File: src/rtl/victim_cache.sv
// victim_cache: fully-associative victim cache with FIFO replacement and one-entry dirty write-back buffer
module victim_cache #(
  parameter int VC_ENTRIES  = 4,
  parameter int ADDR_W      = 32,
  parameter int OFFSET_BITS = 4,
  parameter int LINE_W      = 128
) (
  input  logic              clk,
  input  logic              rst,
  input  logic              lookup_req_i,
  input  logic [ADDR_W-1:0] lookup_addr_i,
  input  logic              kill_i,
  output logic              victim_hit_o,
  output logic [LINE_W-1:0] victim_rdata_o,
  input  logic              write_from_victim_i,
  input  logic              write_to_victim_i,
  input  logic [ADDR_W-1:0] evict_addr_i,
  input  logic [LINE_W-1:0] evict_line_i,
  input  logic              evict_dirty_i,
  output logic              vc_ready_o,
  output logic              wb_pending_o,
  output logic              vc2mem_req_o,
  output logic [ADDR_W-1:0] vc2mem_addr_o,
  output logic [LINE_W-1:0] vc2mem_wdata_o,
  input  logic              mem2vc_ack_i
);
  localparam int TAG_W = ADDR_W - OFFSET_BITS;
  localparam int IDX_W = $clog2(VC_ENTRIES);
  typedef enum logic {WB_IDLE, WB_REQ} wb_state_t;
  wb_state_t wb_state;
  logic [VC_ENTRIES-1:0] valid, dirty;
  logic [TAG_W-1:0] tags [VC_ENTRIES];
  logic [LINE_W-1:0] lines [VC_ENTRIES];
  logic [IDX_W-1:0] ptr, hit_idx, lk_idx, match_idx, inv_idx, tgt;
  logic [TAG_W-1:0] lk_tag, ev_tag;
  logic lk_hit, match_any, inv_any, swap, repl, ins, disp, load, unused;
  assign lk_tag = lookup_addr_i[ADDR_W-1:OFFSET_BITS];
  assign ev_tag = evict_addr_i[ADDR_W-1:OFFSET_BITS];
  assign unused = ^{lookup_addr_i[OFFSET_BITS-1:0], evict_addr_i[OFFSET_BITS-1:0]};
  // Descending scan so the lowest matching/invalid index wins.
  always_comb begin
    lk_hit = 1'b0;
    lk_idx = '0;
    match_any = 1'b0;
    match_idx = '0;
    inv_any = 1'b0;
    inv_idx = '0;
    for (int i = VC_ENTRIES - 1; i >= 0; i--) begin
      if (valid[i] && tags[i] == lk_tag) begin
        lk_hit = 1'b1;
        lk_idx = IDX_W'(i);
      end
      if (valid[i] && tags[i] == ev_tag) begin
        match_any = 1'b1;
        match_idx = IDX_W'(i);
      end
      if (!valid[i]) begin
        inv_any = 1'b1;
        inv_idx = IDX_W'(i);
      end
    end
  end
  assign swap = write_from_victim_i && victim_hit_o;
  assign repl = !swap && !match_any && !inv_any;
  assign tgt = swap ? hit_idx : match_any ? match_idx : inv_any ? inv_idx : ptr;
  // A dirty victim cannot be displaced while the write-back buffer is still busy.
  assign vc_ready_o = !(repl && dirty[ptr] && wb_pending_o);
  assign ins = write_to_victim_i && vc_ready_o;
  assign disp = ins && repl;
  assign load = disp && dirty[ptr];
  assign wb_pending_o = wb_state == WB_REQ;
  assign victim_rdata_o = victim_hit_o ? lines[hit_idx] : '0;
  always_ff @(posedge clk or posedge rst)
    if (rst) begin
      valid <= '0;
      dirty <= '0;
      ptr <= '0;
      victim_hit_o <= 1'b0;
      hit_idx <= '0;
    end else begin
      if (swap) valid[hit_idx] <= 1'b0;
      if (ins) begin
        valid[tgt] <= 1'b1;
        dirty[tgt] <= evict_dirty_i | (!swap && match_any && dirty[match_idx]);
      end
      if (disp) ptr <= ptr + IDX_W'(1);
      // A new lookup must not report an entry that is being consumed or displaced on this edge.
      if (kill_i) victim_hit_o <= 1'b0;
      else if (lookup_req_i) begin
        victim_hit_o <= lk_hit && !(swap && lk_idx == hit_idx) && !(disp && lk_idx == ptr);
        hit_idx <= lk_idx;
      end else if (swap || (disp && hit_idx == ptr)) victim_hit_o <= 1'b0;
    end
  always_ff @(posedge clk)
    if (ins) begin
      tags[tgt] <= ev_tag;
      lines[tgt] <= evict_line_i;
    end
  always_ff @(posedge clk or posedge rst)
    if (rst) begin
      wb_state <= WB_IDLE;
      vc2mem_req_o <= 1'b0;
      vc2mem_addr_o <= '0;
      vc2mem_wdata_o <= '0;
    end else if (wb_state == WB_IDLE) begin
      if (load) begin
        wb_state <= WB_REQ;
        vc2mem_req_o <= 1'b1;
        vc2mem_addr_o <= {tags[ptr], {OFFSET_BITS{1'b0}}};
        vc2mem_wdata_o <= lines[ptr];
      end
    end else if (mem2vc_ack_i) begin
      wb_state <= WB_IDLE;
      vc2mem_req_o <= 1'b0;
    end
endmodule
File: config.mk
export PLATFORM = sky130hd
export DESIGN_NAME = victim_cache
export DESIGN_NICKNAME = d
export VERILOG_FILES = /design/src/rtl/victim_cache.sv
export SDC_FILE = /design/constraint.sdc
export NUM_CORES = 1
export LEC_CHECK = 0
export ABC_AREA = 0
export CORE_ASPECT_RATIO = 2
export CORE_MARGIN = 2
export CORE_UTILIZATION = 40
export CTS_CLUSTER_DIAMETER = 50
export CTS_CLUSTER_SIZE = 16
export DETAILED_ROUTE_END_ITERATION = 8
export GPL_ROUTABILITY_DRIVEN = 1
export SYNTH_ARGS = -nofsm -noshare
export SYNTH_HDL_FRONTEND = slang
export SYNTH_SLANG_ARGS = --single-unit
File: constraint.sdc
create_clock -name clk -period 35.2 [get_ports clk]
set_input_delay 7.04 -clock clk [delete_from_list [all_inputs] [get_ports clk]]
set_output_delay 7.04 -clock clk [all_outputs]
set_load 0.01 [all_outputs]
==> out/results.txt, run 1 <==
Status - finished, final reports clean
Worst r2r path cells - 9
CP Data Required Time - 28.16 ns
CTS max path bufs - 3
Cell row count - 155
Vias in the first global route - 22172
Top cell by count, worst path - nand3_1
Detailed-route DRC error count - 0
Worst hold path depth - 1
Initial Util - 0.403
Placed cell area - 0.0418 mm^2
Final wirelength - 112000 um
CTS tree - yes
Die H - 428 um
Min-Delay Path Class - reg2reg
H-tree depth - 2
Total gr overflow - 0
Antenna violations before repair - 9
RSZ-0062 raised after global routing - false
VDD IR max - 0.0576 mV
Seq/Total Area, Yosys - 0.640
Slowest-stage cell, CP - xnor2_1
HPWL after DPL - 75200 um
Post-synth top flop - edfxtp_1
Synthesized area per cell - 18.7 um^2
Die ar. - 0.0925 mm^2
Slew HR - 0.187
CP Data Arrival Time - 10.96 ns
Setup Viol. Count Final - 0
Wire per inst - 31.1 um
Area Growth Syn to Fin - 21.3%
Worst Tran Pin Value - 1.21 ns
P_leak - 0.0142 uW
Fin Hold WS - 0.506 ns
Via count - 19942
Synth async-reset ratio - 0.215
Hold Buf Count CTS - 0
Routability cong. - 0.983
Tcrit/Tclk final - 0.511
Largest net degree at the start of global routing - 89
Tmin final - 18.00 ns
Mapped Cells - 1922
Clk Latency, worst-skew pair - 0.65 ns
PwrDens - 84.3 mW/mm^2
CP Max Fanout - 8
Fmax - 55.6 MHz
Number of synthesis warnings - 0
Final antenna-violating net count - 0
Total GRT Usage - 0.242
Setup TNS - 0 ns
Post-synth top cells - edfxtp_1 (624), mux4_2 (285), dfrtp_1 (171), xnor2_1 (171), mux2_2 (144)
Initial DRC count - 1319
DP Worst Slack - 17.42 ns
Fin area - 0.0436 mm^2
Dominant cell type by area after synthesis - edfxtp_1
Setup Buffers After CTS - 0
Critical Path End Type - output pin
Sink Count - 795
Core Region - 0.0892 mm^2
Number of synthesized flops with an enable pin - 624
Resized Gates After CTS - 0
PortBufs - 479
CTS clk-pin slew, worst paths - 0.07 ns
Crit-path cells - clkdlybuf4s50_1 -> xnor2_1 -> nand4_1 -> nor4_1 -> nand3_1 -> nand3_1 -> nor2_1 -> nand3_1 -> clkdlybuf4s50_1
Crit path kind - in2out
Register bit count reported by yosys - 795
Max incr delay on CP - 0.88 ns
Post-Synthesis Cell Area - 0.0360 mm^2
Clk_skew - 0.0266 ns
Share of layout cells above drive strength 1 - 0.236
Die X - 216 um
Max Transition Viols Final - 0
Root cell of the clock tree - clkbuf_16
Max-Cap Viols - 0
Total CTS buffers - 59
Synth area leaders - edfxtp_1 (52%), mux4_2 (18%), dfrtp_1 (12%)
Post-synth cell types - 63
Setup crit start kind - input port
I/O pins - 492
Fin. Hold Viols - 0
DR vias/cell - 5.56
Yosys top cell area share - 0.521
First-pass GRT wire length - 160000 um
NumNets Final - 2555
Worst Setup Slack, final - 17.20 ns
Pre-Repair DR Iteration Count - 7
Count leader, synth - edfxtp_1
layer usage:
| layer | up-vias | global-route usage | wire length (um) |
|---|---|---|---|
| li1 | 8458 | - | - |
| met1 | 10611 | 0.260 | 38300 |
| met2 | 686 | 0.437 | 59400 |
| met3 | 177 | 0.0586 | 7500 |
| met4 | 10 | 0.124 | 6370 |
| met5 | - | 0 | 67 |
per-stage QoR:
step | std cells | power, uW | utilization
after floorplan | 1925 | 2530 | -
after global placement | 3471 | 3020 | 0.469
after detailed placement | 3471 | 3060 | 0.469
final | 3586 | 3680 | 0.489
after CTS | 3580 | 3740 | 0.489
after global routing | 3584 | 3850 | 0.489
cells by family after synthesis:
logic type | Yosys count | synth area share
flops | 795 | 0.640
mux | 443 | 0.228
simple gates | 266 | 0.0460
xor+xnor | 222 | 0.0560
buf+inv | 157 | 0.0219
compound gates | 38 | 0.00804
other cells | 1 | 0.000104
cell type report:
cell class / instances / area [um^2]
Antenna cell: 6 / 15.0
Clock buffer: 96 / 1660
Clock inverter: 13 / 134
Fill cell: 7488 / 45600
Inverter: 13 / 56.3
Multi-Input combinational cell: 973 / 12200
Sequential cell: 795 / 23000
Tap cell: 1177 / 1470
Timing Repair Buffer: 513 / 5060
report_power, final:
group / total (uW) / internal [uW] / switching [uW]
Clock: 665 / 332 / 333
Combinational: 1380 / 690 / 685
Sequential: 1640 / 1430 / 211
Total: 3680 / 2450 / 1230
worst paths after layout:
| path | startpoint | to | slack (ns) |
|---|---|---|---|
| worst min-delay path | vc2mem_wdata_o[37] | vc2mem_wdata_o[37] | 0.51 |
| min in group asynchronous | rst | vc2mem_wdata_o[47] | 6.85 |
| worst min register to register | vc2mem_wdata_o[37] | vc2mem_wdata_o[37] | 0.51 |
| worst max-delay path | evict_addr_i[24] | vc_ready_o | 17.20 |
| max in group asynchronous | rst | hit_idx[1] | 26.82 |
| worst max register to register | tags[3][20] | lines[1][43] | 29.61 |
sequential cells by signal, summed over array words and instances, names as in the netlist, 2 cells and up:
name and count:
tags 112, lines 512, vc2mem_addr_o 28, vc2mem_wdata_o 128
hit_idx 2, ptr 2, valid 4, dirty 4
cells in the final DEF (no fill, tap or decap), types with 9 or more instances in the layout:
cell type and instances:
mux2_2 144, clkdlybuf4s50_1 479, clkbuf_16 60, dfrtp_1 166, and2_1 129, nor2_1 10, nand2_1 19, nand3_1 13
xor2_1 42, clkbuf_1 34, buf_4 33, nand4_1 45, nor4_1 16, inv_1 12, edfxtp_1 624, mux2_1 12
xnor2_2 9, mux4_2 285, xnor2_1 171
worst max-delay path, delay by kind of cell:
kind / cells / cell delay [ns]
simple gates: 6 / 1.83
buf+inv: 2 / 1.21
xor+xnor: 1 / 0.88
Power figures use the tool's default switching activity.
==> run 2, diff against run 1 <==
clock period = 15.3 ns   (was 35.2 ns; I/O delays follow)
==> run 2 against run 1 <==
Effect of this change: final cell count about the same; die area unchanged; setup slack worse by 12 ns; global-route usage up 0.43 points; sequential power up 130%; combinational power up 130%; largest cell class unchanged; largest power group unchanged.
==> out/results.txt, run 2 (synthesis results as in run 1) <==
Share of layout cells above drive strength 1 - 0.236
Clk_skew - 0.0401 ns
Slew HR - 0.103
Most frequent cells in the layout - edfxtp_1 (624), clkdlybuf4s50_1 (479), mux4_2 (285)
Setup TNS - 0 ns
DR vias/cell - 5.53
CP Data Arrival Time - 6.81 ns
CP Max Fanout - 8
Die ar. - 0.0925 mm^2
Die H - 428 um
Fin. Hold Viols - 0
CTS max path bufs - 3
Total CTS buffers - 60
RSZ-0062 raised after global routing - false
Flip-flop count of the largest register after layout - 512
Stages on worst setup path - 9
PwrDens - 195 mW/mm^2
Crit path max-delay family - simple AND/OR/NAND/NOR gates
Buf/Inv on CP - 2
PortBufs - 479
P_leak - 0.0142 uW
Core Region - 0.0892 mm^2
Worst hold path depth - 1
Setup Buffers After CTS - 0
Final wirelength - 113000 um
Routability cong. - 0.980
Regs by FF count - lines x512, vc2mem_wdata_o x128, tags x112
Wire per inst - 31.6 um
Tmin final - 9.87 ns
Min-Delay Path Class - reg2reg
Initial DRC count - 1295
DP Worst Slack - 5.52 ns
Setup Viol. Count Final - 0
Crit path kind - in2out
Worst r2r path cells - 9
NumNets Final - 2554
Slowest-stage cell, CP - xnor2_1
Pre-Repair DR Iteration Count - 5
CTS tree - yes
Cell row count - 155
Die X - 216 um
Critical Path End Type - output pin
Worst Setup Slack, final - 5.43 ns
Detailed-route DRC error count - 0
Top reg by flops - lines
Initial Util - 0.403
Max-Cap Viols - 0
CTS clk-pin slew, worst paths - 0.08 ns
HPWL after DPL - 75800 um
CP Data Required Time - 12.24 ns
Post-layout util - 0.490
Largest net degree at the start of global routing - 136
Total gr overflow - 0
Most common cell after layout, fill and taps aside - edfxtp_1
VDD IR max - 0.171 mV
Tcrit/Tclk final - 0.645
Hold Buf Count CTS - 0
Worst Tran Pin Value - 1.33 ns
Max Transition Viols Final - 0
I/O pins - 492
First-pass GRT wire length - 162000 um
Status - finished, final reports clean
Vias in the first global route - 21870
Root cell of the clock tree - clkbuf_16
Resized Gates After CTS - 0
Sink Count - 795
Crit-path cells - clkdlybuf4s50_1 -> xnor2_1 -> nand4_1 -> nor4_1 -> nand4_1 -> nand3_1 -> nor2_1 -> nand3_1 -> clkdlybuf4s50_1
Setup crit start kind - input port
H-tree depth - 2
Via count - 19808
Antenna violations before repair - 6
Clk Latency, worst-skew pair - 0.66 ns
Total GRT Usage - 0.246
Area Growth Syn to Fin - 21.5%
Max incr delay on CP - 0.73 ns
Fmax - 101 MHz
Final antenna-violating net count - 0
-- run 2: cell types whose count changed in the layout (fill, tap and decap cells not counted), moves of 2 or more --
cell	change
nor3_4	+2
nor3_2	-2
inv_8	+4
buf_4	-3
clkinv_4	-2
-- run 2: report_power, final --
group | internal [uW] | switching (uW) | leakage [uW]
clock | 782 | 777 | 0.000881
sequential | 3290 | 456 | 0.00771
combinational | 1590 | 1630 | 0.00565
-- run 2: cell type report --
| type | count | area (um^2) |
|---|---|---|
| fillers | 7488 | 45500 |
| inverters | 13 | 56.3 |
| multi-input cells | 973 | 12200 |
| flip-flops and latches | 795 | 23000 |
| well taps | 1177 | 1470 |
| clock buffers | 99 | 1700 |
| diodes | 5 | 12.5 |
| repair buffers | 511 | 5060 |
| clock inverters | 11 | 124 |
-- run 2: through the flow --
step / hold slack, ns / total power (uW) / instance area [um^2] / instances
4_1_cts: 0.500 / 8670 / 43700 / 3579
3_3_place_gp: 0.478 / 6980 / 41800 / 3469
3_5_place_dp: 0.481 / 7080 / 41800 / 3469
6_report: 0.495 / 8520 / 43700 / 3584
2_1_floorplan: 0.487 / 5720 / 36000 / 1925
5_1_grt: 0.509 / 8920 / 43700 / 3580
-- run 2: final timing paths --
check                      slack, ns               start                 end
min reg2reg                     0.49  vc2mem_wdata_o[41]  vc2mem_wdata_o[41]
max reg2reg                     9.88         tags[2][26]        lines[2][39]
min                             0.49  vc2mem_wdata_o[41]  vc2mem_wdata_o[41]
max                             5.43    evict_addr_i[30]          vc_ready_o
max in group asynchronous      10.95                 rst  vc2mem_wdata_o[92]
min in group asynchronous       2.94                 rst  vc2mem_wdata_o[53]
-- run 2: routing by layer --
layer / share of wire / routed length, um / track usage
met5: 0.00045 / 51 / 0
met4: 0.054 / 6080 / 0.119
met3: 0.057 / 6410 / 0.0537
met2: 0.54 / 61300 / 0.452
met1: 0.35 / 39300 / 0.265
==> run 3, diff against run 2 <==
clock period = 10.1 ns   (was 15.3 ns; I/O delays follow)
==> run 3 against run 2 <==
Effect of this change: setup slack worse by 3.1 ns; combinational power is 51% higher; clock power is 49% higher; worst hold slack better by 0.0027 ns; via count is 0.35% lower; sequential share of layout area hardly changed; power is 51% higher; critical path depth stayed put; final cell count is 0.22% lower; register-to-register slack worse by 4.7 ns; first-iteration DRC count is 2.6% higher; wire length is 1.4% lower.
==> out/results.txt, run 3 (synthesis results as in run 1) <==
Most frequent cells in the layout - edfxtp_1 (624), clkdlybuf4s50_1 (479), mux4_2 (285)
Fmax - 129 MHz
CTS clk-pin slew, worst paths - 0.07 ns
Crit path max-delay family - simple AND/OR/NAND/NOR gates
Die ar. - 0.0925 mm^2
Crit path kind - in2out
Worst Setup Slack, final - 2.33 ns
Max incr delay on CP - 0.74 ns
Setup TNS - 0 ns
CP Data Required Time - 8.08 ns
First-pass GRT wire length - 161000 um
NumNets Final - 2549
Pre-Repair DR Iteration Count - 5
Fin. Hold Viols - 0
Clk Latency, worst-skew pair - 0.66 ns
Total Power - 12900 uW
Buf/Inv on CP - 2
Setup Buffers After CTS - 0
DP Worst Slack - 2.42 ns
Antenna violations before repair - 5
Clk_skew - 0.0227 ns
HPWL after DPL - 74900 um
Wire per inst - 31.2 um
Root cell of the clock tree - clkbuf_16
Total gr overflow - 0
Slew HR - 0.305
Power share of the sequential group - 0.442
Net Sw Power - 4330 uW
Setup crit start kind - input port
Most common cell after layout, fill and taps aside - edfxtp_1
Sw frac - 0.336
Total GRT Usage - 0.242
I/O pins - 492
Critical Path End Type - output pin
Total CTS buffers - 60
Clock power share - 0.181
Core Region - 0.0892 mm^2
Setup Viol. Count Final - 0
CTS max path bufs - 3
Final wirelength - 112000 um
Max-Cap Viols - 0
Largest net degree at the start of global routing - 127
Initial Util - 0.403
Filler instances - 7457
RSZ-0062 raised after global routing - false
Resized Gates After CTS - 0
Tmin final - 7.77 ns
Area Growth Syn to Fin - 21.5%
PwrDens - 295 mW/mm^2
Placed insts - 3464
Detailed-route DRC error count - 0
Sink Count - 795
P_leak - 0.0142 uW
Max Transition Viols Final - 0
Routability cong. - 0.955
Share of layout cells above drive strength 1 - 0.235
Vias in the first global route - 22065
PortBufs - 479
Initial DRC count - 1329
Die X - 216 um
Post-layout util - 0.490
Slowest-stage cell, CP - xnor2_1
Top reg by flops - lines
Min-Delay Path Class - reg2reg
Tcrit/Tclk final - 0.769
Worst Tran Pin Value - 1.04 ns
Flip-flop count of the largest register after layout - 512
Via count - 19739
Pint - 8560 uW
VDD IR max - 0.303 mV
Non-filler cells, final - 3576
CP Max Fanout - 8
Final antenna-violating net count - 0
Regs by FF count - lines x512, vc2mem_wdata_o x128, tags x112
DR vias/cell - 5.52
Status - finished, final reports clean
Die H - 428 um
Crit-path cells - clkdlybuf4s50_1 -> xnor2_1 -> nand4_1 -> nor4_1 -> nand4_1 -> nand3_1 -> nor2_1 -> nand3_1 -> clkdlybuf4s50_1
H-tree depth - 2
CTS tree - yes
Cell row count - 155
Combinational power share - 0.376
CP Data Arrival Time - 5.75 ns
Hold Buf Count CTS - 0
## run 3: cell count changes in the layout (fill, tap and decap cells not counted), sizes merged
cell    change
inv         +1
clkinv      +1
bufinv      -1
clkbuf      -2
buf         -5
diode       -2
## run 3: layout make-up
class,instances,area (um^2),share of cell area
Antenna cell,3,7.51,0.000172
Clock buffer,97,1690,0.0387
Clock inverter,12,113,0.00258
Inverter,13,56.3,0.00129
Multi-Input combinational cell,973,12200,0.280
Sequential cell,795,23000,0.527
Tap cell,1177,1470,0.0337
Timing Repair Buffer,506,5100,0.117
## run 3: metrics by stage
step           hold slack (ns)  cell area [um^2]
2_1_floorplan            0.487             36000
3_3_place_gp             0.477             41900
3_5_place_dp             0.484             41900
4_1_cts                  0.501             43700
5_1_grt                  0.525             43700
6_report                 0.498             43700
## run 3: path summary, 6_finish.rpt
path,startpoint,to,slack [ns],cells after the start
worst max-delay path,evict_addr_i[30],vc_ready_o,2.33,9
worst min-delay path,vc2mem_wdata_o[112],vc2mem_wdata_o[112],0.50,1
worst max register to register,tags[2][26],lines[0][95],5.18,9
worst min register to register,vc2mem_wdata_o[112],vc2mem_wdata_o[112],0.50,1
max in group asynchronous,rst,ptr[0],6.73,3
min in group asynchronous,rst,vc2mem_wdata_o[53],1.87,2
## run 3: layer usage
metal,GRT usage,vias to the layer above,wire length (um)
met4,0.115,4,5860
met5,0,-,27
met1,0.265,10495,39000
met2,0.440,615,60100
li1,-,8453,-
met3,0.0560,172,6640
## run 3: power by group through the flow
stage               Sequential, uW  Combinational (uW)  Clock (uW)
floorplan                     5820                2850           0
global placement              5670                4890           0
detailed placement            5780                4950           0
CTS                           5710                4970        2420
global route                  5840                5130        2520
finish                        5700                4850        2330
